### src/rtl/dp_req_scheduler.sv
// Round-robin front end that time-shares one accumulate/select datapath.
// One request is in flight at a time: grant in IDLE, hold operands through
// EXEC while the datapath latency elapses, then present the result in RESP.
module dp_req_scheduler #(
  parameter int unsigned WIDTH  = 8,
  parameter int unsigned NREQ   = 4,
  parameter int unsigned SEL_W  = 5,
  parameter int unsigned DP_LAT = 1,
  parameter int unsigned ID_W   = $clog2(NREQ)
) (
  input  logic                   clk,
  input  logic                   rst,
  input  logic [NREQ-1:0]        req_valid,
  output logic [NREQ-1:0]        req_ready,
  input  logic [NREQ*SEL_W-1:0]  req_sel,
  input  logic [NREQ*WIDTH-1:0]  req_data,
  output logic [WIDTH-1:0]       dp_data_in,
  output logic [SEL_W-1:0]       dp_x,
  input  logic [WIDTH-1:0]       dp_out,
  output logic                   rsp_valid,
  output logic [ID_W-1:0]        rsp_id,
  output logic [WIDTH-1:0]       rsp_data,
  input  logic                   rsp_ready,
  output logic                   busy,
  output logic [15:0]            ops_done
);

  typedef enum logic [1:0] {StIdle, StExec, StResp} state_e;

  state_e            state_q, state_d;
  logic [ID_W-1:0]   ptr_q, ptr_d;
  logic [2:0]        cnt_q, cnt_d;
  logic [WIDTH-1:0]  data_q, data_d;
  logic [SEL_W-1:0]  sel_q, sel_d;
  logic [ID_W-1:0]   id_q, id_d;
  logic [WIDTH-1:0]  res_q, res_d;
  logic [15:0]       ops_q, ops_d;

  logic [ID_W-1:0]   gnt;
  logic              gnt_found;
  logic              accept;

  // (base + off) mod NREQ; both operands are below NREQ so one subtract suffices.
  function automatic logic [ID_W-1:0] wrap_add(input logic [ID_W-1:0] base,
                                               input logic [ID_W:0]   off);
    logic [ID_W:0] s;
    s = {1'b0, base} + off;
    if (s >= (ID_W+1)'(NREQ)) begin
      s = s - (ID_W+1)'(NREQ);
    end
    return ID_W'(s);
  endfunction

  // Round-robin search starting at ptr; descending offsets so the nearest wins.
  always_comb begin
    logic [ID_W-1:0] cand;
    gnt       = '0;
    gnt_found = 1'b0;
    for (int k = NREQ - 1; k >= 0; k--) begin
      cand = wrap_add(ptr_q, (ID_W+1)'(k));
      if (req_valid[cand]) begin
        gnt       = cand;
        gnt_found = 1'b1;
      end
    end
  end

  // Ready is only offered in IDLE and never looks at the response side.
  always_comb begin
    req_ready = '0;
    accept    = 1'b0;
    if (state_q == StIdle && gnt_found) begin
      req_ready[gnt] = 1'b1;
      accept         = 1'b1;
    end
  end

  // Next-state and datapath-side register updates.
  always_comb begin
    state_d = state_q;
    ptr_d   = ptr_q;
    cnt_d   = cnt_q;
    data_d  = data_q;
    sel_d   = sel_q;
    id_d    = id_q;
    res_d   = res_q;
    ops_d   = ops_q;
    case (state_q)
      StIdle: begin
        if (accept) begin
          data_d  = req_data[gnt*WIDTH +: WIDTH];
          sel_d   = req_sel[gnt*SEL_W +: SEL_W];
          id_d    = gnt;
          ptr_d   = wrap_add(gnt, (ID_W+1)'(1));
          cnt_d   = 3'(DP_LAT);
          state_d = StExec;
        end
      end
      StExec: begin
        if (cnt_q != 3'd0) begin
          cnt_d = cnt_q - 3'd1;
        end else begin
          res_d   = dp_out;
          state_d = StResp;
        end
      end
      StResp: begin
        if (rsp_ready) begin
          if (ops_q != 16'hFFFF) begin
            ops_d = ops_q + 16'd1;
          end
          state_d = StIdle;
        end
      end
      default: state_d = StIdle;
    endcase
  end

  // State registers; reset aborts any in-flight request.
  always_ff @(posedge clk or negedge rst) begin
    if (!rst) begin
      state_q <= StIdle;
      ptr_q   <= '0;
      cnt_q   <= '0;
      data_q  <= '0;
      sel_q   <= '0;
      id_q    <= '0;
      res_q   <= '0;
      ops_q   <= '0;
    end else begin
      state_q <= state_d;
      ptr_q   <= ptr_d;
      cnt_q   <= cnt_d;
      data_q  <= data_d;
      sel_q   <= sel_d;
      id_q    <= id_d;
      res_q   <= res_d;
      ops_q   <= ops_d;
    end
  end

  // Outputs come straight from registers.
  always_comb begin
    dp_data_in = data_q;
    dp_x       = sel_q;
    rsp_valid  = (state_q == StResp);
    rsp_id     = id_q;
    rsp_data   = res_q;
    busy       = (state_q != StIdle);
    ops_done   = ops_q;
  end

endmodule
### config.mk
export PLATFORM = sky130hd
export DESIGN_NAME = dp_req_scheduler
export DESIGN_NICKNAME = d
export VERILOG_FILES = /design/src/rtl/dp_req_scheduler.sv
export SDC_FILE = /design/constraint.sdc
export NUM_CORES = 1
export LEC_CHECK = 0
export CORE_MARGIN = 10
export CORE_UTILIZATION = 46
export CTS_BUF_LIST = sky130_fd_sc_hd__clkbuf_16
export DETAILED_ROUTE_END_ITERATION = 12
export GPL_TIMING_DRIVEN = 0
export PLACE_DENSITY = 0.86
export SYNTH_ARGS = -nofsm -noshare
export SYNTH_HDL_FRONTEND = slang
export SYNTH_SLANG_ARGS = --single-unit
export TNS_END_PERCENT = 50
### constraint.sdc
create_clock -name clk -period 3.2 [get_ports clk]
set_input_delay 0.48 -clock clk [delete_from_list [all_inputs] [get_ports clk]]
set_output_delay 0.48 -clock clk [all_outputs]
set_load 0.02 [all_outputs]
# == After elaboration in Yosys (flattened, before gate mapping) ==
# Index checks and enable logic that the tools add are counted.
# word_totals
output_inout_bits,45
wordCells,84
register_bits,46
# op_classes
bitwise,1
n_shift,2
n_mul,1
reduce_logical,11
mux,32
eq_ne,7
addsub,11
magnitude_cmp,11
# op_table
cell,count
$shiftx 32x6->8,1
$mux 2,12
$shiftx 20x6->5,1
$add 16x1->16 const B,1
$ne 16x16->1 const B,1
$lt 2x3->1 const B,5
$ge 3x3->1 const B,4
$mux 1,10
$sub 2x1->2 const B,5
$reduce_and 3->1,3
$bmux 1 s2,4
$add 2x1->3 const B,2
$add 2x2->3 const B,2
$mux 3,2
$ne 2x2->1 const B,3
$pmux 2 s3,1
$pmux 3 s2,1
$mul 2x3->5 const B,1
$mux 4,1
$reduce_and 2->1,2
$reduce_bool 2->1,2
$ge 2x3->1 const B,1
$reduce_bool 3->1,1
$sub 3x1->3 const B,1
8 further kinds,9

# == Longest topological paths before layout ==
# Gate-level depths: netlist (run 1).
# depth
depth_word,14
ltp_mapped,7
ltp_nobuf,6

# == Worst setup path before layout (run 1) ==
# OpenSTA, ideal clock, no wires.
# synth_timing
path_kind,reg-to-output
start,register state_q[1]
end,output port req_ready[2]
stages_incl_launch_ff,7
slack_ns,1.072
arrival_time_ns,1.648
t_required_ns,2.720
path_cell_list,dfrtp_1 -> nor2_1 -> nand2_2 -> or3_1 -> buf_4 -> buf_6 -> nor2_1
# synth_between
elab_chain_len,3
# synth_lines
element,line_no,source
from (decl),30,"state_e state_q, state_d;"
from (signal assigned),122,state_q <= StIdle;
from (signal assigned),131,state_q <= state_d;
$logic_not 2->1,72,if (state_q == StIdle && gnt_found) begin
$logic_and 1x1->1,72,
$mux 4,72,
to (decl),14,"output logic [NREQ-1:0] req_ready,"
# No other way between the ends.

# == Worst setup path after layout (run 1) ==
# layout_timing
start,input port req_valid[1]
end,output port req_ready[2]
# layout_between
elab_chain_len,11
word_cells_on_any_way,23
classes_between,2 x order compare; 19 x mux; 2 x reduce/logical
# layout_lines
element,line_no,source
from (decl),13,"input logic [NREQ-1:0] req_valid,"
$bmux 1 s2,61,if (req_valid[cand]) begin
$mux 1 (implied by the code),61,
$mux 2 (4 in a row),61,
$lt 2x3->1 (implied by the code) / $ge 2x1->1 (equally long branches),73,req_ready[gnt] = 1'b1;
$logic_and 1x1->1 (implied by the code),73,
$mux 1 (implied by the code),73,
$demux 1 s2,73,
$mux 4 (*),72,
# Mark *: on every way between the ends. The rest lies on a longest branch, timed or not. The select of a mux whose other input is x is not followed.

==> results of run 1 <==
[worst min path at each step]
stage / startpoint / slack, ns / cells past startpoint / endpoint
4_1_cts: rst / 0.20 / 1 / dp_data_in[4]
6_report: rst / 0.18 / 1 / dp_data_in[4]
5_1_grt: rst / 0.22 / 1 / dp_data_in[4]
3_5_place_dp: dp_data_in[6] / 0.48 / 2 / dp_data_in[6]
2_1_floorplan: rst / 0.18 / 0 / cnt_q[0]
3_3_place_gp: rsp_id[1] / 0.46 / 2 / rsp_id[1]
[state kept, by name, indices dropped and copies added (netlist names)]
| name | flops |
|---|---|
| cnt_q | 3 |
| dp_data_in | 8 |
| dp_x | 5 |
| ops_done | 16 |
| ptr_q | 2 |
| rsp_data | 8 |
| rsp_id | 2 |
| state_q | 2 |
[layout make-up]
type	instances	share of cell area
Sequential cell	46	0.285
Inverter	9	0.00866
Tap cell	72	0.0223
Timing Repair Buffer	112	0.279
Multi-Input combinational cell	189	0.339
Buffer	14	0.0201
Clock buffer	5	0.0309
Clock inverter	3	0.0158
[routing by layer]
metal | share of wire | GRT usage | wire length (µm) | vias up
met5 | 0 | 0 | 0 | -
met4 | 0.011 | 0.0479 | 84 | 0
met3 | 0.13 | 0.0918 | 982 | 10
met2 | 0.47 | 0.279 | 3530 | 102
met1 | 0.39 | 0.176 | 2930 | 1132
li1 | - | - | - | 1174
[worst max-delay path, delay by kind of cell]
| family | cells | cell delay (ns) |
|---|---|---|
| buf+inv | 4 | 1.11 |
| simple gates | 4 | 0.99 |
[per-stage QoR]
step	power [µW]	instance area [µm²]	hold slack, ns
floorplan	1770	2640	0.184
global placement	2340	3840	0.462
detailed placement	2390	3860	0.476
CTS	3050	4050	0.200
global route	3210	4050	0.217
finish	3010	4050	0.183
[placed cells by master, fill, tap and decap left out, drive strengths merged, types with 3 or more instances in the layout]
cell type,synthesis,routed
xor2,10,10
and4,13,13
o21a,3,3
inv,8,8
nor2,16,16
o31a,13,13
xnor2,4,4
or2,4,4
dfrtp,46,46
nand2,29,29
nor3,4,4
nand4,3,3
dlygate4sd2,0,4
buf,7,9
clkdlybuf4s50,0,106
clkbuf,7,12
o21ai,17,17
mux2i,14,14
o211ai,13,13
nand2b,3,3
mux2,9,9
nand3,8,8
ha,3,3
[cells by family after synthesis]
family | count (synthesis)
and+or+nand+nor | 93
AOI/OAI and AO/OA | 56
DFF | 46
buffers and inverters | 23
muxes | 23
xor gates and xnor gates | 14
adders and majority gates | 3
[power by group through the flow]
stage | Sequential (µW) | Combinational (µW) | Clock [µW]
2_1_floorplan | 1090 | 678 | 0
3_3_place_gp | 901 | 1440 | 0
3_5_place_dp | 915 | 1470 | 0
4_1_cts | 908 | 1480 | 662
5_1_grt | 931 | 1590 | 686
6_report | 907 | 1460 | 653
==> flow_metrics.env, run 1 <==
export IMPL_status="finished clean"
export IMPL_clk_latency_ns=0.28
export IMPL_utilization=0.730
export IMPL_muxShareOfSynthArea=0.0916
export IMPL_timing_rr_end="rsp_data[4]"
export IMPL_grt_first_pass_wirelength_um=12100
export IMPL_cts_tree="done"
export IMPL_viasPerCell=5.37
export IMPL_synth_top_area_frac=0.436
export IMPL_ir_worst_vdd_uv=432
export IMPL_area_delta_synth_final_pct=53.4
export IMPL_nets=447
export IMPL_drv_cap=0
export IMPL_dp_hpwl_um=6150
export IMPL_drive_gt1_frac=0.119
export IMPL_wirelength_um=7530
export IMPL_synth_common_cells="46 x dfrtp_1, 28 x nand2_1, 16 x nor2_1"
export IMPL_synthArstFlopShare=1.00
export IMPL_startpoint="req_valid[1]"
export IMPL_start_kind="input pin"
export IMPL_layout_cells_non_filler=450
export IMPL_max_stage_delay_ns=0.59
export IMPL_cts_resized=4
export IMPL_crit_arrival_ns=2.57
export IMPL_dieArea_um2=9160
export IMPL_maxSlewHeadroom=0.627
export IMPL_synth_fa_ha_area_frac=0.0142
export IMPL_slew_viol_final=0
export IMPL_dp_cells=442
export IMPL_grt_pass1_vias=2589
export IMPL_h_tree_depth=2
export IMPL_rr_worst_depth=6
export IMPL_firstDrtPassIters=4
export IMPL_nFillCells=407
export IMPL_synth_xor_area_share=0.0465
export IMPL_hold_buffers=0
export IMPL_syn_nets=328
export IMPL_worst_pin_slew_ns=0.560
export IMPL_die_w_um=95.7
export IMPL_finalSetupViolCount=0
export IMPL_cts_root_buf="clkbuf_16"
export IMPL_hold_violations=0
export IMPL_skew_ns=0.00521
export IMPL_multi_input_comb_area_um2=1370
export IMPL_place_ws_ns=-0.0694
export IMPL_powerDensity_nw_per_um2=745
export IMPL_yosys_warnings=0
export IMPL_core_rowCount=27
export IMPL_yosysSeqAreaShare=0.436
export IMPL_synth_edf_count=0
export IMPL_globalRouteTotalUtil=0.166
export IMPL_syn_area_um2=2640
export IMPL_swShare=0.355
export IMPL_synth_compound_area_share=0.164
export IMPL_cts_sinks=46
export IMPL_initial_core_util=0.476
export IMPL_setup_slack_ns=0.145
export IMPL_grt_overflow=0
export IMPL_power_frac_clock=0.217
export IMPL_coreArea_um2=5540
export IMPL_end_kind="output port"
export IMPL_endpoint="req_ready[2]"
export IMPL_synthTopCellsByArea="dfrtp_1 44%, mux2i_1 5.3%, and4_1 4.3%"
export IMPL_ioPinCount=112
export IMPL_numCtsBuffers=5
export IMPL_synth_main_ff_cell="dfrtp_1"
export IMPL_cts_setup_buffers=0
export IMPL_yosysMostFrequentCell="dfrtp_1"
export IMPL_post_route_drc_count=0
export IMPL_internal_power_uw=1950
export IMPL_pwr_share_seq=0.301
export IMPL_die_h_um=95.7
export IMPL_crit_chain="clkdlybuf4s50_1 -> or4_4 -> nand2_2 -> or3_1 -> buf_4 -> buf_6 -> nor2_1 -> dlygate4sd2_1"
export IMPL_synthCells=258
export IMPL_avgSynthCellArea_um2=10.2
export IMPL_ys_ff_latch=46
export IMPL_worstPathMaxFanout=10
export IMPL_p_comb_frac=0.483
export IMPL_fin_crit_ns=3.05
export IMPL_drtAntennaViolNets=0
export IMPL_yosysUniqueCellTypes=49
export IMPL_post_route_period_util=0.955
export IMPL_p_sw_uw=1070
export IMPL_regToRegSetupSlack_ns=1.25
export IMPL_wire_per_inst_um=16.7
export IMPL_grt_max_degree=26
export IMPL_port_buffers=111
export IMPL_fmax_mhz=327
export IMPL_antenna_found_initial=0
export IMPL_fin_setup_tns_ns=0
export IMPL_worst_path_max_delay_cell="or4_4"
export IMPL_vias=2418
export IMPL_n_antenna_cell=0
export IMPL_clk_pin_slew_ns=0.06
export IMPL_worstSetupPathType="input pin to output port"
export IMPL_drtIter0Drc=53
export IMPL_synth_simple_area_share=0.203
export IMPL_regArea_um2=1150
export IMPL_synth_top_area_cell="dfrtp_1"
export IMPL_cts_buffer_depth=2
export IMPL_r2r_start="cnt_q[0]"
export IMPL_rsz0062_at_grt="no"
export IMPL_leakage_uw=0.00174
export IMPL_hold_class="input pin to asynchronous set/reset pin"
export IMPL_place_gp_congestion=0.859
export IMPL_synth_top_family_by_area="simple AND/OR/NAND/NOR gates"
export IMPL_cp_required_ns=2.72
(Power assumes the default switching activity.)
==> run 2: changes to the inputs <==
- CAP_MARGIN: default -> 20
- SLEW_MARGIN: default -> 0
==> results of run 2 <==
Same layout as run 1: the final DEF is identical, and so are final timing and power.
